### config.mk
export PLATFORM = sky130hd
export DESIGN_NAME = sprite_line_renderer
export DESIGN_NICKNAME = d
export VERILOG_FILES = /design/src/rtl/sprite_line_renderer.sv
export SDC_FILE = /design/constraint.sdc
export NUM_CORES = 1
export LEC_CHECK = 0
export CORE_ASPECT_RATIO = 0.7
export CORE_UTILIZATION = 60
export CTS_CLUSTER_DIAMETER = 30
export DETAILED_ROUTE_END_ITERATION = 8
export PLACE_DENSITY = 0.81
export SETUP_SLACK_MARGIN = 0.1
export SYNTH_ARGS = -nofsm -noshare
export SYNTH_HDL_FRONTEND = slang
export SYNTH_SLANG_ARGS = --single-unit
### constraint.sdc
create_clock -name clk -period 4.3 [get_ports clk]
set_input_delay 0.43 -clock clk [delete_from_list [all_inputs] [get_ports clk]]
set_output_delay 0.43 -clock clk [all_outputs]
set_load 0.03 [all_outputs]
### src/rtl/sprite_line_renderer.sv
// Double-buffered sprite line renderer.
// During horizontal blanking the entity list is snapshotted and scanned, and the sprite row for
// the next display line is fetched from the sprite ROM into the back line buffer, one entry per
// tile column. During active video the front buffer is streamed out as a 1-bit pixel. The
// buffers swap at the last pixel of every line.
// Ports:
//   clk, reset            pixel clock, asynchronous active-low reset
//   entities              NUM_ENTITIES x {id[3:0], orient[1:0], loc[7:0]} (id 4'hF = unused)
//   counter_H, counter_V  current pixel column / line from the VGA timing counters
//   rom_req .. rom_line   ROM request and its sprite id / orientation / sprite row
//   rom_ack, rom_data     ROM completion and row bitmap (bit 0 = leftmost)
//   colour                registered pixel output (one clock behind the counters)
//   overrun               sticky flag: a fetch was still running at the swap point
module sprite_line_renderer #(
  parameter int unsigned NUM_ENTITIES = 8,
  parameter int unsigned TILES_H      = 16,
  parameter int unsigned TILES_V      = 12,
  parameter int unsigned SPRITE_PX    = 8,
  parameter int unsigned UPSCALE      = 5,
  parameter int unsigned H_VISIBLE    = 640,
  parameter int unsigned H_TOTAL      = 800,
  parameter int unsigned V_VISIBLE    = 480,
  parameter int unsigned V_TOTAL      = 525,
  parameter bit          BG_COLOUR    = 1'b1
) (
  input  logic                        clk,
  input  logic                        reset,
  input  logic [14*NUM_ENTITIES-1:0]  entities,
  input  logic [9:0]                  counter_H,
  input  logic [9:0]                  counter_V,
  output logic                        rom_req,
  output logic [3:0]                  rom_sprite_id,
  output logic [1:0]                  rom_orient,
  output logic [2:0]                  rom_line,
  input  logic                        rom_ack,
  input  logic [SPRITE_PX-1:0]        rom_data,
  output logic                        colour,
  output logic                        overrun
);

  localparam int unsigned TILE_PX = SPRITE_PX * UPSCALE;
  localparam int unsigned COL_W   = (TILES_H > 1) ? $clog2(TILES_H) : 1;
  localparam int unsigned IDX_W   = (NUM_ENTITIES > 1) ? $clog2(NUM_ENTITIES) : 1;

  typedef enum logic [2:0] {StIdle, StClear, StScan, StReq, StDone} state_e;

  // Quotient by the tile size using constant compares only.
  function automatic logic [4:0] tile_quot(input logic [9:0] v);
    logic [4:0] q;
    q = '0;
    for (int k = 1; k < 32; k++) begin
      if (32'(v) >= k * TILE_PX) q = 5'(k);
    end
    return q;
  endfunction

  // Quotient of an in-tile offset by the upscale factor.
  function automatic logic [2:0] px_quot(input logic [9:0] rem);
    logic [2:0] q;
    q = '0;
    for (int k = 1; k < SPRITE_PX && k < 8; k++) begin
      if (32'(rem) >= k * UPSCALE) q = 3'(k);
    end
    return q;
  endfunction

  state_e                 state_q;
  logic [IDX_W-1:0]       idx_q;
  logic [4:0]             row_q;
  logic [2:0]             sr_q;
  logic                   blank_q;
  logic                   front_q;
  logic [13:0]            ent_q  [NUM_ENTITIES];
  logic [SPRITE_PX-1:0]   line_q [2][TILES_H];
  logic [TILES_H-1:0]     valid_q [2];

  logic [9:0]  t_line;
  logic [4:0]  t_row;
  logic [2:0]  t_sr;
  logic        t_blank;
  logic [4:0]  d_col;
  logic [2:0]  d_px;
  logic        d_vis;
  logic        back;
  logic [13:0] cur;
  logic [COL_W-1:0] cur_col;
  logic        qualifies;
  logic        last;

  always_comb begin
    t_line  = (counter_V == 10'(V_TOTAL - 1)) ? 10'd0 : counter_V + 10'd1;
    t_row   = tile_quot(t_line);
    t_sr    = px_quot(t_line - 10'(t_row * TILE_PX));
    t_blank = (32'(t_line) >= V_VISIBLE);
    d_col   = tile_quot(counter_H);
    d_px    = px_quot(counter_H - 10'(d_col * TILE_PX));
    d_vis   = (32'(counter_H) < H_VISIBLE) && (32'(counter_V) < V_VISIBLE);
    back    = ~front_q;
    cur     = ent_q[idx_q];
    cur_col = COL_W'(cur[3:0]);
    // Skip columns already filled this line so the lowest channel index wins a shared tile.
    qualifies = (cur[13:10] != 4'hF) && ({1'b0, cur[7:4]} == row_q) &&
                (32'(cur[7:4]) < TILES_V) && (32'(cur[3:0]) < TILES_H) &&
                !valid_q[back][cur_col];
    last    = (idx_q == IDX_W'(NUM_ENTITIES - 1));
  end

  always_ff @(posedge clk or negedge reset) begin
    if (!reset) begin
      state_q       <= StIdle;
      idx_q         <= '0;
      row_q         <= '0;
      sr_q          <= '0;
      blank_q       <= 1'b0;
      front_q       <= 1'b0;
      rom_req       <= 1'b0;
      rom_sprite_id <= '0;
      rom_orient    <= '0;
      rom_line      <= '0;
      overrun       <= 1'b0;
      valid_q[0]    <= '0;
      valid_q[1]    <= '0;
      for (int i = 0; i < NUM_ENTITIES; i++) ent_q[i] <= '0;
      for (int b = 0; b < 2; b++) begin
        for (int c = 0; c < TILES_H; c++) line_q[b][c] <= '0;
      end
    end else if (counter_H == 10'(H_TOTAL - 1)) begin
      // Swap point wins over everything; an unfinished fetch is abandoned.
      front_q <= ~front_q;
      if (state_q != StIdle && state_q != StDone) overrun <= 1'b1;
      state_q <= StIdle;
      rom_req <= 1'b0;
    end else begin
      case (state_q)
        StIdle: begin
          if (counter_H == 10'(H_VISIBLE)) begin
            for (int i = 0; i < NUM_ENTITIES; i++) ent_q[i] <= entities[14*i +: 14];
            row_q   <= t_row;
            sr_q    <= t_sr;
            blank_q <= t_blank;
            state_q <= StClear;
          end
        end
        StClear: begin
          valid_q[back] <= '0;
          idx_q         <= '0;
          state_q       <= blank_q ? StDone : StScan;
        end
        StScan: begin
          if (qualifies) begin
            rom_req       <= 1'b1;
            rom_sprite_id <= cur[13:10];
            rom_orient    <= cur[9:8];
            rom_line      <= sr_q;
            state_q       <= StReq;
          end else if (last) begin
            state_q <= StDone;
          end else begin
            idx_q <= idx_q + 1'b1;
          end
        end
        StReq: begin
          if (rom_ack) begin
            line_q[back][cur_col]  <= rom_data;
            valid_q[back][cur_col] <= 1'b1;
            rom_req                <= 1'b0;
            if (last) begin
              state_q <= StDone;
            end else begin
              idx_q   <= idx_q + 1'b1;
              state_q <= StScan;
            end
          end
        end
        StDone: ;
        default: state_q <= StIdle;
      endcase
    end
  end

  always_ff @(posedge clk or negedge reset) begin
    if (!reset) begin
      colour <= 1'b0;
    end else if (d_vis) begin
      colour <= (32'(d_col) < TILES_H && valid_q[front_q][COL_W'(d_col)]) ?
                line_q[front_q][COL_W'(d_col)][d_px] : BG_COLOUR;
    end else begin
      colour <= 1'b0;
    end
  end

endmodule

==> results of run 1 <==
registers in the layout, indices dropped and copies added, names as in the netlist, 4 cells and up:
register / flops
row_q: 5
valid_q: 32
line_q: 256
rom_sprite_id: 4
ent_q: 112
cell usage after synthesis, types with 21 or more instances:
library cell | number | share of area
a21oi_1 | 84 | 0.019
clkbuf_1 | 76 | 0.013
inv_1 | 34 | 0.0057
a211oi_1 | 21 | 0.0070
buf_2 | 21 | 0.0047
mux4_2 | 71 | 0.071
mux2_2 | 381 | 0.19
nand3_1 | 26 | 0.0058
dfrtp_1 | 428 | 0.47
mux2i_1 | 113 | 0.050
nor2_1 | 98 | 0.016
o21ai_0 | 52 | 0.012
nand2_1 | 84 | 0.014
ha_1 | 28 | 0.016
nand2b_1 | 22 | 0.0061
kinds of logic after synthesis:
kind of cell,after synthesis
buffers and inverters,155
AND/OR/NAND/NOR,336
AO/OA/AOI/OAI,270
XOR/XNOR,24
flip-flops,428
multiplexers,568
adder cells (fa/ha/maj),38
per-layer routing:
layer,global-route usage,vias to the layer above,share of wire
met2,0.535,811,0.47
met4,0.122,0,0.031
met5,0,-,0
li1,-,7507,-
met3,0.0950,167,0.090
met1,0.493,8881,0.41
worst paths after layout:
path | endpoint | from | cells after the start
max | colour$_DFF_PN0_ | counter_H[7] | 22
min reg2reg | overrun$_DFFE_PN0P_ | overrun$_DFFE_PN0P_ | 1
max in group asynchronous | line_q[111]$_DFFE_PN0P_ | reset | 3
min | colour$_DFF_PN0_ | counter_V[9] | 4
min in group asynchronous | line_q[28]$_DFFE_PN0P_ | reset | 2
max reg2reg | rom_sprite_id[1]$_DFFE_PN0P_ | idx_q[0]$_DFFE_PN0P_ | 10
repair_timing:
item | CTS | global route
cloned | 0 | 0
hold buffers | 1 | 0
hold endpoints to repair | 60 | 0
setup buffers | 26 | 14
resized for setup | 97 | 63
pin swaps | 38 | 37
setup endpoints to repair | 4 | 9
power groups by stage:
| stage | Combinational [mW] | Sequential, mW | Clock [mW] |
|---|---|---|---|
| after detailed placement | 2.29 | 4.37 | 0 |
| after global placement | 2.23 | 4.35 | 0 |
| after CTS | 2.40 | 4.31 | 6.35 |
| after global routing | 2.66 | 4.33 | 6.55 |
| after floorplan | 1.40 | 4.33 | 0 |
| final | 2.49 | 4.32 | 6.30 |
worst reg2reg max path: cells and delay by family, from the launching register on:
family | cells | cell delay (ns)
multiplexers | 5 | 2.10
AND/OR/NAND/NOR | 2 | 0.61
buffers and inverters | 1 | 0.21
flip-flops | 1 | 0.46
AO/OA/AOI/OAI | 2 | 0.47
per-stage QoR:
step / setup slack [ns] / hold slack (ns)
floorplan: -0.727 / 0.134
global placement: -1.29 / 0.412
detailed placement: -1.34 / 0.419
CTS: -0.286 / 0.386
global route: -0.433 / 0.364
finish: -0.232 / 0.342
area by class of cell:
class | count | share of cell area
Timing Repair Buffer | 393 | 0.117
Clock inverter | 45 | 0.0222
Antenna cell | 3 | 0.000254
Clock buffer | 90 | 0.0691
Inverter | 40 | 0.00597
Tap cell | 488 | 0.0207
Multi-Input combinational cell | 1236 | 0.402
Sequential cell | 428 | 0.363
==> qor.yml, run 1 <==
run_status:
  run_status: "complete, but fails checks"
  violations: "DRC, setup timing"
logic_synthesis:
  yosysSeqAreaShare: 0.474
  synth_top_family_by_area: "multiplexers"
  netlist_area_sq_mm: 0.0226
  synth_mux_area_frac: 0.313
  ys.warnings.count: 0
  synth_cell_types: 78
  synth_edf_count: 0
  synth_fa_ha_area_frac: 0.0217
  yosys_most_used_dff: "dfrtp_1"
  syn-num-nets: 1994
  synth-xor-area-share: 0.00931
  synth_cells: 1819
  synth_compound_area_frac: 0.0769
  syn-mean-instance-area_sq_um: 12.4
  async_flop_share: 1.00
  ys_ff_latch: 428
  yosys.area_share.simple: 0.0762
worst_setup_path:
  reg2reg_slack_ns: 0.32
  crit_buf_inv: 4
  end_kind: "register"
  slowest_stage: "or4_4"
  crit_top_cell: "ha_4"
  critical-path-top-delay-family: "simple AND/OR/NAND/NOR gates"
  cp_data_arrival_time_ns: 4.98
  criticalPathCategory: "input port to register"
  cp_max_fo: 4
  required_ns: 4.75
  slowest_delay_ns: 0.51
  crit_chain: "buf_8 -> buf_6 -> or2_4 -> a211oi_4 -> a211oi_2 -> a31oi_1 -> nor2b_4 -> inv_4 -> ha_4 -> ha_4 -> inv_2 -> fa_1 -> ha_4 -> or4_4 -> mux2i_1 -> a31oi_1 -> a211o_1 -> nor2b_4 -> o21ai_4 -> or4_4 -> a311oi_2 -> a211oi_2"
  cp-start-kind: "input port"
finish:
  instances_no_fill: 2723
  syn2layout_area_growth_pct: 30.8
  multi_input_area_sq_mm: 0.0119
  final_cell_mix: "dfrtp_1 (426), mux2_2 (380), buf_4 (219)"
  final_nets: 2347
  stdcell_area_sq_mm: 0.0295
  seq_area_sq_mm: 0.0107
  fillers: 2109
  final_common_cell: "dfrtp_1"
  drive_gt1_frac: 0.434
  post-route-util: 0.795
power_and_ir_drop:
  max-vdd-ir-drop_mv: 0.334
  p_int_mw: 9.41
  leakage_nw: 14.0
  combinationalPowerShare: 0.190
  power.total_mw: 13.1
  p_clk_frac: 0.480
  powerDensity_mw_per_mm2: 444
  swShare: 0.282
  p_seq_frac: 0.330
  p_sw_mw: 3.69
clock_network:
  cts.sinks: 428
  clock_tree.root_cell: "clkbuf_16"
  clock_path_buffers: 3
  clk_pin_slew_ns: 0.05
  cts.htree.levels: 3
  cts_buffers: 73
  cts_tree: "done"
  clk_latency_ns: 0.61
placement:
  port_buffers: 154
  dp_cells: 2546
  placed_cell_area_sq_mm: 0.0262
  gp_congestion: 0.910
  dp.final_hpwl_mm: 43.9
detailed_routing:
  postRouteAntennaNets: 0
  routed-via-count: 17400
  routed_wirelength_mm: 67.1
  via_per_inst: 6.38
  drc: 2
  wl_per_cell_um: 24.6
  drt_iter0_drc: 1870
  drtPass1Iterations: 9
hold_path:
  hp-class: "input port to register"
sta:
  setup-violations-final: 4
  report.final.slew_viol_count: 0
  post-route-min-period_ns: 4.53
  finClkSkew_ns: 0.0378
  hold_violations: 0
  fin_crit_sh: 1.05
  setup_tns_ns: -0.612
  worst_slack_ns: -0.232
  tightest_slew_ns: 1.41
  slew_headroom: 0.0589
  rsz0062_at_grt: "true"
  fmax_mhz: 221
floorplanning:
  core-area_sq_mm: 0.0371
  die_area_sq_mm: 0.0384
  die_height_um: 164
  initial_core_util: 0.608
  io_pins: 155
  rows: 59
  die_w_um: 234
flow_run:
  cap_violations: 0
grt:
  grt_max_degree: 135
  grt_pass1_wl_mm: 102
  grt_pass1_vias: 18000
  antenna_found_initial: 3
  grt.overflow.total: 0
  grt_usage: 0.353
Power figures use the tool's default switching activity.
==> run 2: changes to the inputs <==
--- a/config.mk
+++ b/config.mk
@@ -6,6 +6,7 @@
 export NUM_CORES = 1
 export LEC_CHECK = 0
 export CORE_ASPECT_RATIO = 0.7
+export CORE_MARGIN = 2
 export CORE_UTILIZATION = 60
 export CTS_CLUSTER_DIAMETER = 30
 export DETAILED_ROUTE_END_ITERATION = 8
==> run 2 against run 1 <==
- the run ends with setup timing left
- final area down 1.1%
- non-clock buffer count shrank 19
- worst setup slack got worse by 0.017 ns
- cell count fell by 0.92%
- via count rose by 0.81%
- sequential share of layout area is 0.42 points higher
- sequential power about the same
- worst hold slack worse by 0.016 ns
- critical path type unchanged
- largest cell class unchanged
==> qor.yml, run 2 (synthesis results as in run 1) <==
run_status:
  run_status: "complete, but fails checks"
  violations: "setup timing"
grt:
  grt_pass1_vias: 18600
  grt_max_degree: 94
  antenna_found_initial: 4
  grt_pass1_wl_mm: 106
  grt_usage: 0.349
  grt.overflow.total: 0
detailed_routing:
  drt_iter0_drc: 1868
  via_per_inst: 6.49
  drc: 0
  postRouteAntennaNets: 0
  wl_per_cell_um: 25.4
  routed-via-count: 17500
  routed_wirelength_mm: 68.5
  drtPass1Iterations: 5
finish:
  drive_gt1_frac: 0.428
  top_regs: "line_q: 256 flops, ent_q: 112 flops, valid_q: 32 flops"
  largest_register_ffs: 256
  syn2layout_area_growth_pct: 29.3
  final_common_cell: "dfrtp_1"
  final_cell_mix: "dfrtp_1 (426), mux2_2 (380), buf_4 (195)"
  instances_no_fill: 2698
  top_register: "line_q"
  final_nets: 2325
sta:
  fmax_mhz: 220
  hold_violations: 0
  setup-violations-final: 4
  finClkSkew_ns: 0.0325
  report.final.slew_viol_count: 0
  slew_headroom: 0.0238
  whs_ns: 0.326
  rsz0062_at_grt: "true"
  post-route-min-period_ns: 4.55
  tightest_slew_ns: 1.46
  fin_crit_sh: 1.06
  worst_slack_ns: -0.248
clock_network:
  clk_latency_ns: 0.61
  cts_tree: "done"
  cts_buffers: 70
  clock_tree.root_cell: "clkbuf_16"
  clk_pin_slew_ns: 0.05
  cts.sinks: 428
  clock_path_buffers: 3
  cts.htree.levels: 3
floorplanning:
  die_height_um: 166
  rows: 59
  die_area_sq_mm: 0.0392
  initial_core_util: 0.608
  die_w_um: 236
  io_pins: 155
  core-area_sq_mm: 0.0371
worst_setup_path:
  end_kind: "register"
  required_ns: 4.76
  cp_data_arrival_time_ns: 5.00
  criticalPathCategory: "input port to register"
  cp_max_fo: 5
  cp-start-kind: "input port"
placement:
  gp_congestion: 0.963
  port_buffers: 154
  dp.final_hpwl_mm: 44.3
  dp_cells: 2533
power_and_ir_drop:
  leakage_nw: 13.8
  p_seq_frac: 0.340
  swShare: 0.293
  combinationalPowerShare: 0.195
  p_sw_mw: 3.74
  p_clk_frac: 0.465
  max-vdd-ir-drop_mv: 0.385
  p_int_mw: 9.00
  powerDensity_mw_per_mm2: 436
hold_path:
  hp-class: "input port to register"
flow_run:
  cap_violations: 0
==> run 2: changes by cell type in the layout (fill, tap and decap cells not counted), sizes merged <==
| cell | delta |
|---|---|
| dlygate4sd2 | -1 |
| inv | +7 |
| clkinvlp | -5 |
| buf | -16 |
| clkbuf | -13 |
| diode | -1 |
| bufinv | -2 |
| clkinv | +6 |
==> run 2: stage by stage <==
stage / worst slack [ns] / TNS (ns) / util / power [mW] / area, sq um
2_1_floorplan: -0.727 / -1.93 / - / 5.73 / 23000
3_3_place_gp: -1.26 / -4.84 / 0.703 / 6.57 / 26100
3_5_place_dp: -1.45 / -5.75 / 0.703 / 6.65 / 26100
4_1_cts: -0.184 / -0.645 / 0.781 / 12.7 / 29000
5_1_grt: -0.439 / -1.55 / 0.786 / 13.1 / 29200
6_report: -0.248 / -0.825 / 0.786 / 12.7 / 29200
==> run 2: path summary, 6_finish.rpt <==
check	depth (start not counted)	slack [ns]	to	start
max	22	-0.25	sr_q[0]$_DFFE_PN0P_	counter_V[0]
max in group asynchronous	3	2.78	sr_q[2]$_DFFE_PN0P_	reset
max reg2reg	11	0.34	state_q[2]$_DFFE_PN0P_	idx_q[0]$_DFFE_PN0P_
min reg2reg	1	0.47	overrun$_DFFE_PN0P_	overrun$_DFFE_PN0P_
min	4	0.33	colour$_DFF_PN0_	counter_V[9]
min in group asynchronous	2	0.42	line_q[0]$_DFFE_PN0P_	reset
==> run 2: what timing repair did <==
| action | 4_1_cts | 5_1_grt |
|---|---|---|
| hold buffers | 1 | 0 |
| pin swaps | 29 | 14 |
| setup buffers | 21 | 7 |
| gates cloned | 3 | 1 |
| endpoints found under the setup margin | 4 | 10 |
| hold endpoints to repair | 81 | 0 |
| gates resized for setup | 110 | 42 |
==> run 2: final cells by class <==
class | instances | area, sq um
inverter | 40 | 164
antenna | 2 | 5.00
tap | 488 | 611
sequential | 428 | 10700
fill | 2132 | 7930
timing repair buffer | 374 | 3360
multi-input combinational | 1236 | 11800
clock inverter | 51 | 684
clock buffer | 79 | 1830
==> run 2: routing by layer <==
metal  vias to the layer above  global-route usage  routed length (um)
met5                         -                   0                  34
met4                         6               0.131                2250
met3                       215              0.0805                5940
met2                       867               0.548               32500
met1                      8972               0.479               27800
li1                       7446                   -                   -
==> run 2: power groups by stage <==
stage / clock (mW) / combinational, mW / sequential (mW)
global placement: 0 / 2.19 / 4.38
detailed placement: 0 / 2.26 / 4.39
floorplan: 0 / 1.40 / 4.33
finish: 5.93 / 2.48 / 4.33
CTS: 5.96 / 2.38 / 4.33
global route: 6.17 / 2.63 / 4.35
==> run 2: critical path, stage by stage <==
cell and delay, ns:
buf_8 0.11, inv_4 0.06, ha_4 0.12, and4b_1 0.18
and4_4 0.27, nor2_4 0.07, buf_12 0.14, o21ai_1 0.23
o22ai_1 0.15, a21oi_1 0.29, o22ai_4 0.13, ha_4 0.23
ha_4 0.16, fa_1 0.51, inv_2 0.05, ha_4 0.29
a21oi_4 0.06, or4bb_1 0.49, a211o_1 0.31, a221oi_2 0.33
o21ai_1 0.12, mux2_4 0.28
==> run 3: changes to the inputs <==
--- a/config.mk
+++ b/config.mk
@@ -12,6 +12,7 @@
 export DETAILED_ROUTE_END_ITERATION = 8
 export PLACE_DENSITY = 0.81
 export SETUP_SLACK_MARGIN = 0.1
+export SKIP_LAST_GASP = 1
 export SYNTH_ARGS = -nofsm -noshare
 export SYNTH_HDL_FRONTEND = slang
 export SYNTH_SLANG_ARGS = --single-unit
==> run 3 against run 2 <==
- the run still ends with setup timing left
- via count rose by 0.13%
- clock power barely moved
- total power barely moved
- critical path depth rose by 2
- highest routed layer unchanged
==> qor.yml, run 3 (synthesis results as in run 1) <==
run_status:
  run_status: "complete, but fails checks"
  violations: "setup timing"
detailed_routing:
  routed-via-count: 17500
  drtPass1Iterations: 6
  routed_wirelength_mm: 68.5
  drt_iter0_drc: 1788
  drc: 0
  via_per_inst: 6.49
  postRouteAntennaNets: 0
  wl_per_cell_um: 25.4
clock_network:
  clock_path_buffers: 3
  cts.sinks: 428
  cts_tree: "done"
  cts_buffers: 70
  clk_latency_ns: 0.60
  clock_tree.root_cell: "clkbuf_16"
  cts.htree.levels: 3
  clk_pin_slew_ns: 0.05
floorplanning:
  initial_core_util: 0.608
  io_pins: 155
  rows: 59
  die_area_sq_mm: 0.0392
  core-area_sq_mm: 0.0371
  die_w_um: 236
  die_height_um: 166
sta:
  post-route-min-period_ns: 4.55
  hold_violations: 0
  rsz0062_at_grt: "true"
  fin_crit_sh: 1.06
  slew_headroom: 0.0409
  report.final.slew_viol_count: 0
  tightest_slew_ns: 1.43
  finClkSkew_ns: 0.0333
  whs_ns: 0.335
  setup-violations-final: 4
  setup_tns_ns: -0.833
  worst_slack_ns: -0.251
  fmax_mhz: 220
grt:
  grt_pass1_vias: 18600
  grt_max_degree: 94
  antenna_found_initial: 4
  grt.overflow.total: 0
  grt_pass1_wl_mm: 106
  grt_usage: 0.349
worst_setup_path:
  criticalPathCategory: "input port to register"
  cp-start-kind: "input port"
  reg2reg_slack_ns: 0.32
  rr_worst_depth: 11
  end_kind: "register"
  cp_max_fo: 5
  required_ns: 4.76
  cp_data_arrival_time_ns: 5.01
hold_path:
  hp-class: "input port to register"
  min_path_cells: 4
power_and_ir_drop:
  powerDensity_mw_per_mm2: 436
  leakage_nw: 13.8
  max-vdd-ir-drop_mv: 0.386
placement:
  placed_cell_area_sq_mm: 0.0261
  port_buffers: 154
  gp_congestion: 0.963
  dp.final_hpwl_mm: 44.3
  preCtsSetupSlack_ns: -1.45
flow_run:
  cap_violations: 0
finish:
  drive_gt1_frac: 0.429
  post-route-util: 0.787
  top_regs: "line_q: 256 flops, ent_q: 112 flops, valid_q: 32 flops"
  final_cell_mix: "dfrtp_1 (426), mux2_2 (380), buf_4 (196)"
  stdcell_area_sq_mm: 0.0292
  final_nets: 2327
  syn2layout_area_growth_pct: 29.4
  top_register: "line_q"
  final_common_cell: "dfrtp_1"
  largest_register_ffs: 256
  fillers: 2132
run 3: metrics by stage:
step | power [mW] | instances
3_3_place_gp | 6.57 | 2533
6_report | 12.7 | 2700
4_1_cts | 12.7 | 2688
2_1_floorplan | 5.73 | 1819
5_1_grt | 13.2 | 2700
3_5_place_dp | 6.65 | 2533
run 3: worst paths after layout:
path / startpoint / end
setup / recovery: counter_V[1] / sr_q[0]$_DFFE_PN0P_
hold / removal: counter_V[9] / colour$_DFF_PN0_
setup reg to reg: idx_q[0]$_DFFE_PN0P_ / state_q[2]$_DFFE_PN0P_
hold reg to reg: overrun$_DFFE_PN0P_ / overrun$_DFFE_PN0P_
max in group asynchronous: reset / sr_q[2]$_DFFE_PN0P_
min in group asynchronous: reset / line_q[5]$_DFFE_PN0P_
run 3: critical path, stage by stage:
cell	delay, ns
buf_8	0.09
inv_2	0.04
ha_4	0.14
and4b_1	0.17
and4_4	0.19
nor2_4	0.19
inv_4	0.06
buf_4	0.15
nor3_4	0.22
o211ai_1	0.11
nand2_1	0.15
a21oi_2	0.06
o22ai_4	0.16
ha_4	0.24
ha_4	0.16
fa_1	0.51
inv_2	0.05
ha_4	0.29
a21oi_4	0.06
or4bb_1	0.49
a211o_1	0.31
a221oi_2	0.33
o21ai_1	0.12
mux2_4	0.28
run 3: power by group:
| group | internal, mW | leakage [nW] | switching (mW) |
|---|---|---|---|
| Clock | 3.71 | 1.21 | 2.21 |
| Combinational | 1.13 | 6.70 | 1.36 |
| Sequential | 4.16 | 5.93 | 0.165 |
| Total | 9.00 | 13.8 | 3.74 |
run 3: layer usage:
metal | GRT usage | share of wire | wire, um | vias up
met5 | 0 | 0.00058 | 40 | -
met1 | 0.479 | 0.40 | 27600 | 9008
met2 | 0.548 | 0.48 | 32600 | 875
met3 | 0.0805 | 0.089 | 6110 | 200
li1 | - | - | - | 7440
met4 | 0.131 | 0.032 | 2170 | 6
run 3: cell type report:
cell class | count | area (sq um) | area share
well taps | 488 | 611 | 0.0209
clock buffers | 79 | 1830 | 0.0625
diodes | 2 | 5.00 | 0.000171
multi-input cells | 1236 | 11800 | 0.405
clock inverters | 51 | 684 | 0.0234
flip-flops and latches | 428 | 10700 | 0.367
repair buffers | 376 | 3380 | 0.116
inverters | 40 | 164 | 0.00561
run 3: repair_timing:
action,CTS,global route
setup buffers,21,9
pin swaps,28,15
cloned,3,1
hold buffers,1,0
endpoints found under the hold margin,81,0
gates resized for setup,109,47
setup endpoints to repair,4,10
